$ cat src/rtl/memory_scheduler.sv
// Arbitrates an instruction port and a data port onto one memory bus, with bounded data priority.
// Optional macro SCHED_POSTED_WRITE_EN acknowledges data writes in their grant cycle.
module memory_scheduler #(
  parameter int STARVE_LIMIT = 4
) (
  input  logic        clk,
  input  logic        rst,
  input  logic        imem_valid,
  input  logic [31:0] imem_addr,
  output logic [31:0] imem_rdata,
  output logic        imem_ready,
  input  logic        dmem_valid,
  input  logic [31:0] dmem_addr,
  input  logic [31:0] dmem_wdata,
  input  logic [3:0]  dmem_wstrb,
  output logic [31:0] dmem_rdata,
  output logic        dmem_ready,
  output logic        memory_valid,
  output logic        memory_instr,
  output logic [31:0] memory_addr,
  output logic [31:0] memory_wdata,
  output logic [3:0]  memory_wstrb,
  input  logic [31:0] memory_rdata,
  input  logic        memory_ready
);

  localparam logic [1:0] IDLE  = 2'd0;
  localparam logic [1:0] IBUSY = 2'd1;
  localparam logic [1:0] DBUSY = 2'd2;
  localparam logic [3:0] LIMIT = 4'(STARVE_LIMIT);

  logic [1:0] state;
  logic [3:0] starve_cnt;
  logic       grant_d;
  logic       grant_i;
  logic       posted_grant;
  logic       posted_busy;
  logic       d_done;

  // Data wins ties until it has starved a waiting instruction request LIMIT times.
  assign grant_d = (state == IDLE) && dmem_valid && (!imem_valid || (starve_cnt < LIMIT));
  assign grant_i = (state == IDLE) && imem_valid && !grant_d;

`ifdef SCHED_POSTED_WRITE_EN
  assign posted_grant = grant_d && (dmem_wstrb != 4'd0) && !rst;
  assign posted_busy  = (memory_wstrb != 4'd0);
`else
  assign posted_grant = 1'b0;
  assign posted_busy  = 1'b0;
`endif

  // Completion pulses are dropped if the owner abandoned its request.
  assign imem_ready = (state == IBUSY) && memory_ready && imem_valid;
  assign d_done     = (state == DBUSY) && memory_ready && dmem_valid && !posted_busy;
  assign dmem_ready = posted_grant || d_done;
  assign imem_rdata = imem_ready ? memory_rdata : 32'd0;
  assign dmem_rdata = d_done ? memory_rdata : 32'd0;

  always_ff @(posedge clk or posedge rst) begin
    if (rst) begin
      state        <= IDLE;
      starve_cnt   <= 4'd0;
      memory_valid <= 1'b0;
      memory_instr <= 1'b0;
      memory_addr  <= 32'd0;
      memory_wdata <= 32'd0;
      memory_wstrb <= 4'd0;
    end else begin
      case (state)
        IDLE: begin
          if (grant_i) begin
            state        <= IBUSY;
            starve_cnt   <= 4'd0;
            memory_valid <= 1'b1;
            memory_instr <= 1'b1;
            memory_addr  <= imem_addr;
            memory_wdata <= 32'd0;
            memory_wstrb <= 4'd0;
          end else if (grant_d) begin
            state        <= DBUSY;
            memory_valid <= 1'b1;
            memory_instr <= 1'b0;
            memory_addr  <= dmem_addr;
            memory_wdata <= dmem_wdata;
            memory_wstrb <= dmem_wstrb;
            if (!imem_valid) begin
              starve_cnt <= 4'd0;
            end else if (starve_cnt < LIMIT) begin
              starve_cnt <= starve_cnt + 4'd1;
            end
          end else begin
            starve_cnt <= 4'd0;
          end
        end
        default: begin
          // A latched access always runs to completion on the bus.
          if (memory_ready) begin
            state        <= IDLE;
            memory_valid <= 1'b0;
          end
        end
      endcase
    end
  end

endmodule
$ cat config.mk
export PLATFORM = sky130hd
export DESIGN_NAME = memory_scheduler
export DESIGN_NICKNAME = d
export VERILOG_FILES = /design/src/rtl/memory_scheduler.sv
export SDC_FILE = /design/constraint.sdc
export NUM_CORES = 1
export LEC_CHECK = 0
export ABC_AREA = 0
export BUFFER_PORTS_ARGS = -buffer_cell sky130_fd_sc_hd__buf_2
export CAP_MARGIN = 15
export CORE_ASPECT_RATIO = 1.25
export CORE_MARGIN = 3
export CORE_UTILIZATION = 25
export DETAILED_ROUTE_END_ITERATION = 10
export GPL_TIMING_DRIVEN = 0
export PLACE_DENSITY_LB_ADDON = 0.05
export SYNTH_ARGS = -nofsm -noshare
export SYNTH_HDL_FRONTEND = slang
export SYNTH_SLANG_ARGS = --single-unit
$ cat constraint.sdc
create_clock -name clk -period 2.9 [get_ports clk]
set_input_delay 0.58 -clock clk [delete_from_list [all_inputs] [get_ports clk]]
set_output_delay 0.58 -clock clk [all_outputs]
set_load 0.005 [all_outputs]
Word-level counts from Yosys, hierarchy flattened

Cells that the tools add are included.

Add/sub/neg operators: 1
Multipliers: 0
Divide/modulo/power cells: 0
Magnitude comparators: 1
Equal/unequal tests: 4
Shift-type cells: 0
Muxes and demuxes: 22
Bitwise operators: 0
Reduce and logical (&&, ||, !) cells: 17

Operators with widths:

| operator                                                                      | count |
|---|---|
| 32-bit 2-to-1 mux                                                             | 6 |
| 4-bit 2-to-1 mux                                                              | 6 |
| 1-bit logical AND                                                             | 8 |
| 2-bit 2-to-1 mux                                                              | 4 |
| 1-bit 2-to-1 mux                                                              | 6 |
| 2-bit AND reduction                                                           | 3 |
| 4-bit by 1-bit adder with 4-bit output (second input constant)                | 1 |
| 4-bit by 3-bit less-than comparator with 1-bit output (second input constant) | 1 |
| 4-bit by 2-bit inequality test with 1-bit output (second input constant)      | 1 |
| 2-bit nonzero test                                                            | 2 |
| 3-bit inequality test (second input constant)                                 | 1 |
| 2-bit by 1-bit == test with 1-bit output (second input constant)              | 1 |
| 2-bit == test (second input constant)                                         | 1 |
| 1-bit zero test                                                               | 2 |
| 2-bit zero test                                                               | 1 |
| 1-bit logical OR                                                              | 1 |

Register bits: 76
Latch bits: 0
RAM bits: 0
ROM bits: 0
Input port bits: 137
Output and inout port bits: 136
Word-level logic and storage cells: 52
Memories: 0

Logic depth before layout (Yosys ltp)

Word-level depth: 7
Mapped depth: 6

Worst setup path before layout

No wires, ideal clock.

Path kind: input port to output port
Start point: input imem_valid
End point: output imem_rdata[10]
Data arrival time: 1379 ps
Required time: 2320 ps
Setup slack: 941 ps
Cell stages on the path: 4
Path through: inv_2 -> nor4_2 -> clkbuf_1 -> and2_1

Word-level cells in the longest chain between the ends: 2

Ends and longest elaborated chain:

| element           | line | RTL |
|---|---|---|
| start, declared   | 8    | `input logic imem_valid,` |
| 1-bit logical AND | 53   | `assign imem_ready = (state == IBUSY) && memory_ready && imem_valid;` |
| 32-bit 2-to-1 mux | 56   | `assign imem_rdata = imem_ready ? memory_rdata : 32'd0;` |
| end, declared     | 10   | `output logic [31:0] imem_rdata,` |

No other way between the ends.

Worst setup path after layout

Start point: input imem_valid
End point: output imem_rdata[5]

Same word-level chain as after synthesis.

==> impl_metrics.yaml <==
worst_setup_path:
  cp_max_fo: 10
  crit_type: "primary input to output pin"
  critPathCapture: "imem_rdata[5]"
  reg2regPathDepth: 5
  cp.arrival_ns: 2.05
  rr_startpoint: "state[1]"
  reg2reg_to: "memory_wdata[11]"
  cp-startpoint: "imem_valid"
  reg2reg_setup_slack_ns: 0.94
  cp.required_ns: 2.32
  end_kind: "output pin"
  start_kind: "primary input"
run_status:
  status: "finished clean"
power_and_ir_drop:
  ir_worst_vdd_mv: 0.340
  power_per_cell_area_mw_per_mm2: 730
  p_leak_nw: 3.28
clock_tree:
  clock-root-buffer: "clkbuf_16"
  postCtsSetupBuffers: 0
  hold_buffers: 0
  clkTransAtPathRegs_ns: 0.06
  clock_latency_ns: 0.34
  clock_sink_count: 76
  cts.htree.levels: 3
  cts_tree: "done"
  clk_path_buf_depth: 2
  cts_made_buffers: 9
final_layout:
  final_nets: 876
  fin_cells: 960
  layout-drive-gt1-share_pct: 45.8
  area.growth.synth_to_final_pct: 47.7
floorplan:
  io_pins: 273
  fp-row-count: 52
  die_h_microns: 151
  dieArea_sq_mm: 0.0184
  die_x_microns: 122
  core_sq_mm: 0.0163
  initial_core_util_pct: 25.7
synthesis:
  synth_edf_count: 0
  post_synth_inst_count: 454
  synthTopCellsByCount: "76 x dfrtp_1, 66 x o21ai_0, 65 x and2_1"
  yosysWarnings: 0
  yosysTopAreaCellShare_pct: 45.3
  synth_fp_nets: 592
  yosysTopAreaCell: "dfrtp_1"
  ys.flop_type: "dfrtp_1"
  synth.yosys.seq_area_share_pct: 45.3
  synth_cell_type_count: 26
  ys_seq_elements: 76
  syn_area_per_cell_sq_um: 9.24
  synth_area_leaders: "dfrtp_1 45%, and2_1 9.7%, o211ai_2 8.6%"
  ys_async_sr_fraction_pct: 100
  synth_most_common_cell: "dfrtp_1"
  syn_area_sq_mm: 0.00420
sta:
  setup_slack_ns: 0.270
  max_freq_mhz: 380
  max-slew-margin-rel_pct: 56.3
  finalSetupViolations: 0
  finalCritPeriodShare_pct: 90.7
  fin_worst_skew_ns: 0.00559
  fin_tns_setup_ns: 0
  worst_pin_slew_ns: 0.651
  final_hold_viol_count: 0
  rsz0062_at_grt: "no"
  period_needed_ns: 2.63
  finalMaxSlewViolations: 0
run:
  maxCapViolations: 0
routing:
  dr_total_vias: 4558
  routed_wl_mm: 17.4
  drc: 0
  drt-vias-per-instance: 4.75
  wire_per_inst_microns: 18.1
  dr.first_iter.drc_count: 86
  drt_first_pass_iters: 4
  ant_nets: 0
placement:
  io_buffer_count: 272
  dp_hpwl_mm: 13.2
  place_ws_ns: -0.0217
  gp_congestion: 0.741
  dp.cells: 943
hold_path:
  hold_path_class: "primary input to async pin"
grt:
  grt-ovfl-total: 0
  antenna_found_initial: 7
  grt_max_degree: 40
  grt_pass1_wl_mm: 25.9
  grt_pass1_vias: 4662
  grtUsageTotal_pct: 18.4
area by class of cell:
cell class                      instances  area, sq um
Timing Repair Buffer                  273         1380
Sequential cell                        76         1900
Buffer                                 50          235
Multi-Input combinational cell        292         1930
Antenna cell                            2         5.00
Inverter                               36          138
Tap cell                              216          270
Clock buffer                           12          267
Clock inverter                          3         68.8
Fill cell                            1747        10100
timing repair:
| item | in CTS | in global routing |
|---|---|---|
| endpoints found under the setup margin | 1 | 0 |
| hold endpoints to repair | 0 | 0 |
| resized for setup | 1 | 0 |
critical path, stage by stage:
cell and delay [ns]:
buf_2 0.16, inv_2 0.13, nor4_4 0.52, clkbuf_1 0.35, and2_1 0.18, buf_2 0.13
stage by stage:
stage | power (W) | area (sq um) | utilization [%] | hold WS [ns]
after floorplan | 0.00248 | 4200 | - | 0.450
after global placement | 0.00327 | 5830 | 35.7 | 0.458
after detailed placement | 0.00330 | 5850 | 35.8 | 0.465
after CTS | 0.00461 | 6190 | 37.9 | 0.316
after global routing | 0.00485 | 6200 | 38.0 | 0.334
final | 0.00453 | 6200 | 38.0 | 0.297
cells by family (layout without fill, tap and decap cells):
logic type      count (synthesis)  count (layout)  synth area share [%]
simple gates                  117             117                  16.3
buf+inv                        86             374                  8.83
compound gates                174             174                  29.3
fa+ha+maj                       1               1                 0.298
flops                          76              76                  45.3
other cells                     0               2                     0
state kept, by name, summed over array words and instances (netlist names):
signal and cells:
memory_addr 32, memory_instr 1, memory_valid 1, memory_wdata 32, memory_wstrb 4, starve_cnt 4
state 2
power breakdown:
group	internal (W)	total, W	switching [W]
combinational	0.000723	0.00159	0.000872
clock	0.000822	0.00128	0.000457
sequential	0.00145	0.00165	0.000205
cell usage in the layout, fill, tap and decap left out, drive strengths merged:
| cell type | n |
|---|---|
| nor4 | 1 |
| nand3 | 37 |
| a21o | 2 |
| or3 | 1 |
| o21ai | 72 |
| o211ai | 32 |
| inv | 36 |
| diode | 2 |
| o2111ai | 32 |
| clkbuf | 44 |
| bufinv | 2 |
| and3 | 1 |
| or2 | 2 |
| and4 | 1 |
| and2 | 65 |
| buf | 291 |
| nand2 | 5 |
| nor3 | 1 |
| nor2 | 2 |
| dfrtp | 76 |
| a21oi | 34 |
| clkinv | 1 |
| a22o | 2 |
| nor3b | 1 |
| ha | 1 |
layer usage:
layer / share of wire (%) / wire length, microns / global-route usage (%) / up-vias
li1: - / - / - / 2193
met1: 38 / 6610 / 20.7 / 2136
met2: 50 / 8720 / 32.7 / 200
met3: 10 / 1790 / 7.40 / 19
met4: 1.1 / 192 / 4.15 / 10
met5: 0.39 / 68 / 0 / -
worst min path at each step:
stage / from / cells after the start / endpoint / slack, ns
2_1_floorplan: starve_cnt[0] / 1 / starve_cnt[0] / 0.45
3_3_place_gp: memory_instr / 1 / memory_instr / 0.46
3_5_place_dp: memory_instr / 1 / memory_instr / 0.47
4_1_cts: rst / 2 / memory_wdata[10] / 0.32
5_1_grt: rst / 2 / state[1] / 0.33
6_report: rst / 2 / memory_wdata[10] / 0.30
No activity file was read; power rests on OpenSTA's default activity.
